===== src/rtl/aes_block_host.sv =====
// Host-side feeder/collector for a byte-serial AES core.
// A 128-bit block and key are taken in over a valid/ready request channel. The
// core reads the input bytes through combinational selects driven by its
// out_byte_num. The host pulses idle when the direction changes, then pulses
// start. It reassembles the 16 output bytes and returns them on a valid/ready
// response channel. rsp_err flags a timeout or a byte count other than 16.
module aes_block_host #(
  parameter int TIMEOUT_CYCLES = 512,
  parameter int TO_W           = 10
) (
  input  logic         clk,
  input  logic         rst,
  input  logic         req_valid,
  output logic         req_ready,
  input  logic         req_encrypt,
  input  logic [127:0] req_data,
  input  logic [127:0] req_key,
  output logic         rsp_valid,
  input  logic         rsp_ready,
  output logic [127:0] rsp_data,
  output logic         rsp_encrypt,
  output logic         rsp_err,
  output logic         busy,
  output logic         aes_start,
  output logic         aes_idle,
  output logic         aes_in_encrypt,
  output logic [7:0]   aes_data_in,
  output logic [7:0]   aes_key_in,
  input  logic [3:0]   aes_out_byte_num,
  input  logic         aes_output_valid,
  input  logic [7:0]   aes_data_out
);

  typedef enum logic [2:0] {
    S_IDLE  = 3'd0,
    S_MODE  = 3'd1,
    S_START = 3'd2,
    S_RUN   = 3'd3,
    S_DONE  = 3'd4
  } state_t;

  // The abort fires in the RUN cycle whose incremented count would reach
  // TIMEOUT_CYCLES-1. The response therefore appears TIMEOUT_CYCLES cycles
  // after the start pulse.
  localparam logic [TO_W-1:0] TO_LAST = TO_W'(TIMEOUT_CYCLES - 2);

  state_t          state_q, state_d;
  logic [127:0]    data_q, data_d;
  logic [127:0]    key_q, key_d;
  logic            enc_q, enc_d;
  logic            in_enc_q, in_enc_d;
  logic            mode_known_q, mode_known_d;
  logic [127:0]    rsp_data_q, rsp_data_d;
  logic            rsp_err_q, rsp_err_d;
  logic [4:0]      cnt_q, cnt_d;
  logic [TO_W-1:0] to_q, to_d;

  logic            accept_s;
  logic            need_mode_s;
  logic            complete_s;
  logic            timeout_s;
  logic [6:0]      sel_s;

  // Byte n sits at bits [127-8n -: 8], i.e. at offset 120-8n.
  assign sel_s       = 7'd120 - {aes_out_byte_num, 3'b000};
  assign aes_data_in = data_q[sel_s +: 8];
  assign aes_key_in  = key_q[sel_s +: 8];

  assign accept_s    = (state_q == S_IDLE) && req_valid;
  assign need_mode_s = !mode_known_q || (req_encrypt != in_enc_q);
  // The byte counter saturates and never wraps to zero. A nonzero count
  // therefore means that at least one valid byte has been seen.
  assign complete_s  = (state_q == S_RUN) && !aes_output_valid && (cnt_q != 5'd0);
  assign timeout_s   = (state_q == S_RUN) && !complete_s && (to_q == TO_LAST);

  // State and datapath registers with synchronous reset
  always_ff @(posedge clk) begin
    if (rst) begin
      state_q      <= S_IDLE;
      data_q       <= 128'd0;
      key_q        <= 128'd0;
      enc_q        <= 1'b0;
      in_enc_q     <= 1'b1;
      mode_known_q <= 1'b0;
      rsp_data_q   <= 128'd0;
      rsp_err_q    <= 1'b0;
      cnt_q        <= 5'd0;
      to_q         <= '0;
    end else begin
      state_q      <= state_d;
      data_q       <= data_d;
      key_q        <= key_d;
      enc_q        <= enc_d;
      in_enc_q     <= in_enc_d;
      mode_known_q <= mode_known_d;
      rsp_data_q   <= rsp_data_d;
      rsp_err_q    <= rsp_err_d;
      cnt_q        <= cnt_d;
      to_q         <= to_d;
    end
  end

  // Next-state logic
  always_comb begin
    state_d = state_q;
    case (state_q)
      S_IDLE: begin
        if (req_valid) begin
          state_d = need_mode_s ? S_MODE : S_START;
        end else begin
          state_d = S_IDLE;
        end
      end
      S_MODE:  state_d = S_START;
      S_START: state_d = S_RUN;
      S_RUN: begin
        if (complete_s || timeout_s) begin
          state_d = S_DONE;
        end else begin
          state_d = S_RUN;
        end
      end
      S_DONE: begin
        if (rsp_ready) begin
          state_d = S_IDLE;
        end else begin
          state_d = S_DONE;
        end
      end
      default: state_d = S_IDLE;
    endcase
  end

  // Datapath updates: latch on accept, capture output bytes and count in RUN
  always_comb begin
    data_d       = data_q;
    key_d        = key_q;
    enc_d        = enc_q;
    in_enc_d     = in_enc_q;
    mode_known_d = mode_known_q;
    rsp_data_d   = rsp_data_q;
    rsp_err_d    = rsp_err_q;
    cnt_d        = cnt_q;
    to_d         = to_q;
    case (state_q)
      S_IDLE: begin
        if (accept_s) begin
          data_d     = req_data;
          key_d      = req_key;
          enc_d      = req_encrypt;
          rsp_data_d = 128'd0;
          rsp_err_d  = 1'b0;
          cnt_d      = 5'd0;
          to_d       = '0;
          // The new direction becomes visible on the core as MODE begins.
          // The direction is held for the rest of the operation.
          if (need_mode_s) begin
            in_enc_d = req_encrypt;
          end else begin
            in_enc_d = in_enc_q;
          end
        end else begin
          data_d = data_q;
        end
      end
      S_MODE: begin
        mode_known_d = 1'b1;
      end
      S_RUN: begin
        to_d = to_q + TO_W'(1);
        if (aes_output_valid) begin
          rsp_data_d[sel_s +: 8] = aes_data_out;
          cnt_d = (cnt_q == 5'd31) ? cnt_q : cnt_q + 5'd1;
        end else begin
          cnt_d = cnt_q;
        end
        if (complete_s) begin
          rsp_err_d = (cnt_q != 5'd16);
        end else if (timeout_s) begin
          rsp_err_d = 1'b1;
        end else begin
          rsp_err_d = rsp_err_q;
        end
      end
      default: begin
        cnt_d = cnt_q;
      end
    endcase
  end

  // Output decode from the registered state
  always_comb begin
    req_ready = 1'b0;
    rsp_valid = 1'b0;
    busy      = 1'b1;
    aes_start = 1'b0;
    aes_idle  = 1'b0;
    case (state_q)
      S_IDLE: begin
        req_ready = 1'b1;
        busy      = 1'b0;
      end
      S_MODE:  aes_idle  = 1'b1;
      S_START: aes_start = 1'b1;
      S_RUN:   busy      = 1'b1;
      S_DONE:  rsp_valid = 1'b1;
      default: busy      = 1'b1;
    endcase
  end

  assign rsp_data       = rsp_data_q;
  assign rsp_err        = rsp_err_q;
  assign rsp_encrypt    = enc_q;
  assign aes_in_encrypt = in_enc_q;

endmodule


===== config.mk =====
export PLATFORM = sky130hd
export DESIGN_NAME = aes_block_host
export DESIGN_NICKNAME = d
export VERILOG_FILES = /design/src/rtl/aes_block_host.sv
export SDC_FILE = /design/constraint.sdc
export NUM_CORES = 1
export LEC_CHECK = 0
export CAP_MARGIN = 0
export CORE_UTILIZATION = 45
export CTS_CLUSTER_DIAMETER = 60
export DETAILED_ROUTE_END_ITERATION = 12
export PLACE_DENSITY = 0.79
export RECOVER_POWER = 25
export SYNTH_ARGS = -nofsm -noshare
export SYNTH_HDL_FRONTEND = slang
export SYNTH_SLANG_ARGS = --single-unit

===== constraint.sdc =====
create_clock -name clk -period 9.05 [get_ports clk]
set_input_delay 2.2625 -clock clk [delete_from_list [all_inputs] [get_ports clk]]
set_output_delay 2.2625 -clock clk [all_outputs]
set_load 0.01 [all_outputs]

==> results of run 1 <==
[Yosys cell counts (all sizes together) (2+ instances only)]
master	instances
ha	8
a211o	2
clkbuf	113
xor2	4
buf	43
nand4b	2
nand3	40
nor3b	2
nand2b	7
or2	2
a22o	22
nand2	612
dfxtp	406
a21oi	309
o211ai	2
nand4	3
o21ai	45
a32oi	8
a221oi	32
nand3b	13
and2	3
and3	11
o2bb2ai	14
a22oi	32
or3b	3
mux4	32
nor4	4
a211oi	3
nor4b	6
inv	9
nor3	7
nor2b	5
nor2	47
mux2	6
mux2i	82
a32o	5
a31oi	9
o31ai	9
or3	3
[layout by cell type (no fill, tap or decap), types with 40 or more instances in the layout]
cell and n:
mux2i_1 82, o21ai_0 44, nor2_1 47, a21oi_1 308, dfxtp_1 406, clkdlybuf4s50_1 290, dlygate4sd3_1 132, nand2_1 612
nand3_1 40, clkbuf_16 43
[sequential cells by signal, indices dropped and copies added, names as in the netlist]
| name | flops |
|---|---|
| data_q | 128 |
| key_q | 128 |
| rsp_data | 128 |
| to_q | 10 |
| cnt_q | 5 |
| state_q | 3 |
| aes_in_encrypt | 1 |
| mode_known_q | 1 |
| rsp_encrypt | 1 |
| rsp_err | 1 |
[stage by stage]
| step | util, % | std cells | power (mW) | hold WS [ps] | area (um2) |
|---|---|---|---|---|---|
| 6_report | 61.6 | 2819 | 4.50 | 451 | 22600 |
| 5_1_grt | 61.6 | 2817 | 4.65 | 470 | 22600 |
| 4_1_cts | 61.5 | 2799 | 4.50 | 452 | 22500 |
| 3_5_place_dp | 57.6 | 2725 | 2.72 | 443 | 21100 |
| 3_3_place_gp | 57.6 | 2725 | 2.71 | 439 | 21100 |
| 2_1_floorplan | - | 1976 | 2.41 | 432 | 16700 |
[final cells by class]
class / count / area, um2 / area share, %
timing repair buffer: 437 / 4370 / 19.4
multi-input combinational: 1404 / 7950 / 35.2
sequential: 406 / 8130 / 36.0
clock inverter: 19 / 219 / 0.971
antenna: 20 / 50.0 / 0.222
tap: 468 / 586 / 2.60
inverter: 10 / 37.5 / 0.166
clock buffer: 55 / 1220 / 5.41
[worst min-delay path by stage]
stage	start	endpoint	slack (ps)	depth (start not counted)
2_1_floorplan	mode_known_q$_SDFFE_PP0P_	mode_known_q$_SDFFE_PP0P_	430	2
3_3_place_gp	key_q[99]$_SDFFE_PP0P_	key_q[99]$_SDFFE_PP0P_	440	2
3_5_place_dp	data_q[119]$_SDFFE_PP0P_	data_q[119]$_SDFFE_PP0P_	440	2
4_1_cts	data_q[119]$_SDFFE_PP0P_	data_q[119]$_SDFFE_PP0P_	450	2
5_1_grt	key_q[90]$_SDFFE_PP0P_	key_q[90]$_SDFFE_PP0P_	470	2
6_report	data_q[119]$_SDFFE_PP0P_	data_q[119]$_SDFFE_PP0P_	450	2
[worst max-delay path, stage by stage]
cell	delay [ps]
clkdlybuf4s50_1	720
nor2b_2	1170
a221oi_1	330
o21ai_0	300
nand2_1	130
clkdlybuf4s50_1	520
[cell families after synthesis]
| logic type | count (synthesis) |
|---|---|
| simple gates | 775 |
| compound gates | 496 |
| flops | 406 |
| buf+inv | 166 |
| mux | 120 |
| fa+ha+maj | 8 |
| xor+xnor | 5 |
[where the power goes]
| group | switching [mW] | total [mW] | internal [mW] |
|---|---|---|---|
| Sequential | 0.0965 | 2.00 | 1.90 |
| Clock | 0.733 | 1.80 | 1.07 |
| Combinational | 0.411 | 0.702 | 0.291 |
[per-layer routing]
metal / part of all wire (%) / GRT usage [%] / vias to the layer above / routed length (um)
li1: - / - / 7502 / -
met1: 41 / 40.6 / 7697 / 24800
met2: 45 / 45.7 / 830 / 26700
met3: 9.2 / 6.68 / 151 / 5490
met4: 4.8 / 15.2 / 2 / 2850
met5: 0.022 / 0 / - / 13
==> out/metrics.yaml, run 1 <==
grt_max_degree: 266
wl_um: 59900
outcome: "finished, violations left"
tritoncts: "done"
chipWidth_um: 195
ys_ff_latch: 406
synth_flop_cell: "dfxtp_1"
post_cts_buffers: 0
grt_usage_pct: 30.2
finalWorstSetupSlack_ps: 1340
clock.fmax_mhz: 130
synth_top_area_share_pct: 48.6
rr_startpoint: "state_q[1]$_SDFF_PP0_"
cts-htree-levels: 2
cts_buffers: 41
syn_area_per_cell_um2: 8.47
synthTopCellsByArea: "dfxtp_1, nand2_1, a21oi_1"
ys_types: 61
report.final.slew_viol_count: 115
syn2layout_area_growth_pct: 34.7
reg2reg_depth: 5
pre_cts_ws_ps: 1430
synth_top_cell_by_area: "dfxtp_1"
syn_area_mm2: 0.0167
io_buffers: 425
p_per_area_mw_per_mm2: 200
fin_crit_ps: 7710
dpl.hpwl_um: 42900
num_vias: 16182
rsz0062_at_grt: "no"
hold_path_class: "reg -> reg"
drcViolationCount: 0
irDropWorstVdd_mv: 0.149
finClkSkew_ps: 21.7
crit_type: "in -> out"
fin_crit_sh_pct: 85.2
synth_edf_count: 0
drt_iter0_drc: 1903
synth_top_family_by_area: "simple AND/OR/NAND/NOR gates"
fin_nets: 2582
grt_pass1_vias: 15141
tns_ps: 0
die-height_um: 195
synth_cells: 1976
async_reset_ff_share_pct: 0
seq_area_frac_synth_pct: 48.6
cts_root_buf: "clkbuf_16"
drtPass1Iterations: 6
drive_gt1_share_pct: 5.79
critPathLaunch: "aes_out_byte_num[2]"
core-area_mm2: 0.0366
vias_per_cell: 5.74
p_leak_nw: 8.60
synthMuxAreaShare_pct: 9.61
pin_count: 426
synth-simple-area-share_pct: 19.3
drv_cap: 1
antenna_found_initial: 20
crit_fanout: 32
synthesis.nets: 2258
grt_overflow_total: 0
endpoint_kind: "output pin"
violations: "max-capacitance violations, max-slew violations"
post_drt_wl_per_cell_um: 21.2
fp.dieArea_mm2: 0.0380
crit_end: "aes_data_in[2]"
clock_sinks: 406
antenna_left: 0
cp.required_ps: 6790
slew_headroom_pct: -234
finalWeightedCongestion: 0.972
grt_pass1_wl_um: 88900
synth_xor_area_share_pct: 0.262
worst_pin_slew_ps: 5010
initial_core_util_pct: 45.7
cts_buffer_depth: 3
r2r_setup_slack_ps: 5610
r2r-end: "rsp_data[13]$_SDFFE_PP0P_"
synth_adder_area_share_pct: 0.598
fillers: 3121
cp.arrival_ps: 5450
hold_viol: 0
row_count: 70
cts_hold_buf: 0
setup_viol: 0
synth-warning-count: 0
cts_resized: 0
synth_compound_area_share_pct: 17.7
startpoint_type: "primary input"
insertion_delay_ps: 540
clk_pin_slew_ps: 60
Power figures use the tool's default switching activity.
==> inputs of run 2 (changes only) <==
CORE_UTILIZATION = 30   (was 45)
PLACE_DENSITY = 0.58   (was 0.79)
==> out/metrics.yaml, run 2 (synthesis results as in run 1) <==
finalWeightedCongestion: 0.926
post_drt_wl_per_cell_um: 20.6
antenna_found_initial: 17
grt_overflow_total: 0
hold_viol: 0
row_count: 86
drive_gt1_share_pct: 6.06
die-height_um: 238
clock.fmax_mhz: 136
chipWidth_um: 238
hold_path_class: "reg -> reg"
vias_per_cell: 5.11
crit_fanout: 31
fin_crit_ps: 7380
cts_hold_buf: 0
fp.dieArea_mm2: 0.0567
irDropWorstVdd_mv: 0.124
clk_pin_slew_ps: 60
num_vias: 15846
post_cts_buffers: 0
cts_buffers: 47
crit_type: "in -> out"
worst_pin_slew_ps: 3760
core-area_mm2: 0.0551
finClkSkew_ps: 13.9
cts_buffer_depth: 3
fin_nets: 2590
drtPass1Iterations: 5
whs_path_depth: 2
wl_um: 63900
grt_max_degree: 213
cts_resized: 0
io_buffers: 425
drcViolationCount: 0
cp.arrival_ps: 5120
whs_ps: 453
antenna_left: 0
grt_pass1_wl_um: 93900
p_leak_nw: 8.64
initial_core_util_pct: 30.4
cts_root_buf: "clkbuf_16"
pin_count: 426
slew_headroom_pct: -151
outcome: "finished, violations left"
report.final.slew_viol_count: 79
cts-htree-levels: 2
tns_ps: 0
fin_crit_sh_pct: 81.5
violations: "max-capacitance violations, max-slew violations"
drt_iter0_drc: 1499
syn2layout_area_growth_pct: 37.4
final_cell_mix: "nand2_1, dfxtp_1, a21oi_1"
rsz0062_at_grt: "no"
setup_viol: 0
cp.required_ps: 6790
clock_sinks: 406
grt_usage_pct: 21.7
endpoint_kind: "output pin"
final_common_cell: "nand2_1"
dpl.hpwl_um: 47100
insertion_delay_ps: 590
startpoint_type: "primary input"
p_per_area_mw_per_mm2: 202
drv_cap: 1
reg2reg_depth: 5
grt_pass1_vias: 15072
tritoncts: "done"
==> run 2: where the power goes <==
group,total (mW),switching [mW],internal (mW)
clock network,1.93,0.780,1.15
logic,0.713,0.419,0.294
registers,1.99,0.0901,1.90
total,4.64,1.29,3.35
==> run 2: cell type report <==
cell class                      count  area (um2)
Antenna cell                       10        25.0
Clock buffer                       68        1390
Clock inverter                     16         195
Fill cell                        5562       32100
Inverter                           10        37.5
Multi-Input combinational cell   1404        7940
Sequential cell                   406        8130
Tap cell                          748         936
Timing Repair Buffer              439        4360
==> run 2: worst paths after layout <==
check	slack, ps	end	startpoint
hold / removal	450	data_q[72]$_SDFFE_PP0P_	data_q[72]$_SDFFE_PP0P_
setup reg to reg	3770	key_q[47]$_SDFFE_PP0P_	state_q[0]$_SDFF_PP0_
hold reg to reg	450	data_q[72]$_SDFFE_PP0P_	data_q[72]$_SDFFE_PP0P_
setup / recovery	1670	aes_data_in[5]	aes_out_byte_num[3]
==> run 2: metrics by stage <==
| stage | instance area, um2 | util [%] | cells | total power, mW | worst slack (ps) |
|---|---|---|---|---|---|
| CTS | 23000 | 41.7 | 3091 | 4.67 | 1730 |
| floorplan | 16700 | - | 1976 | 2.41 | 2990 |
| detailed placement | 21400 | 38.9 | 3007 | 2.74 | 1750 |
| finish | 23000 | 41.8 | 3101 | 4.64 | 1670 |
| global route | 23000 | 41.8 | 3100 | 4.83 | 1460 |
| global placement | 21400 | 38.9 | 3007 | 2.73 | 1840 |
==> run 2: layer usage <==
layer,vias up,GRT usage [%],routed length [um]
met4,8,7.58,1660
met1,7698,30.7,29500
met5,-,0,35
li1,7532,-,-
met3,99,4.50,4170
met2,509,32.5,28600
==> run 2: critical path, cell delays in order <==
cell and delay, ps:
buf_2 570, clkinv_1 770, a221oi_1 530, a22oi_1 150
nand2_1 210, clkdlybuf4s50_1 580
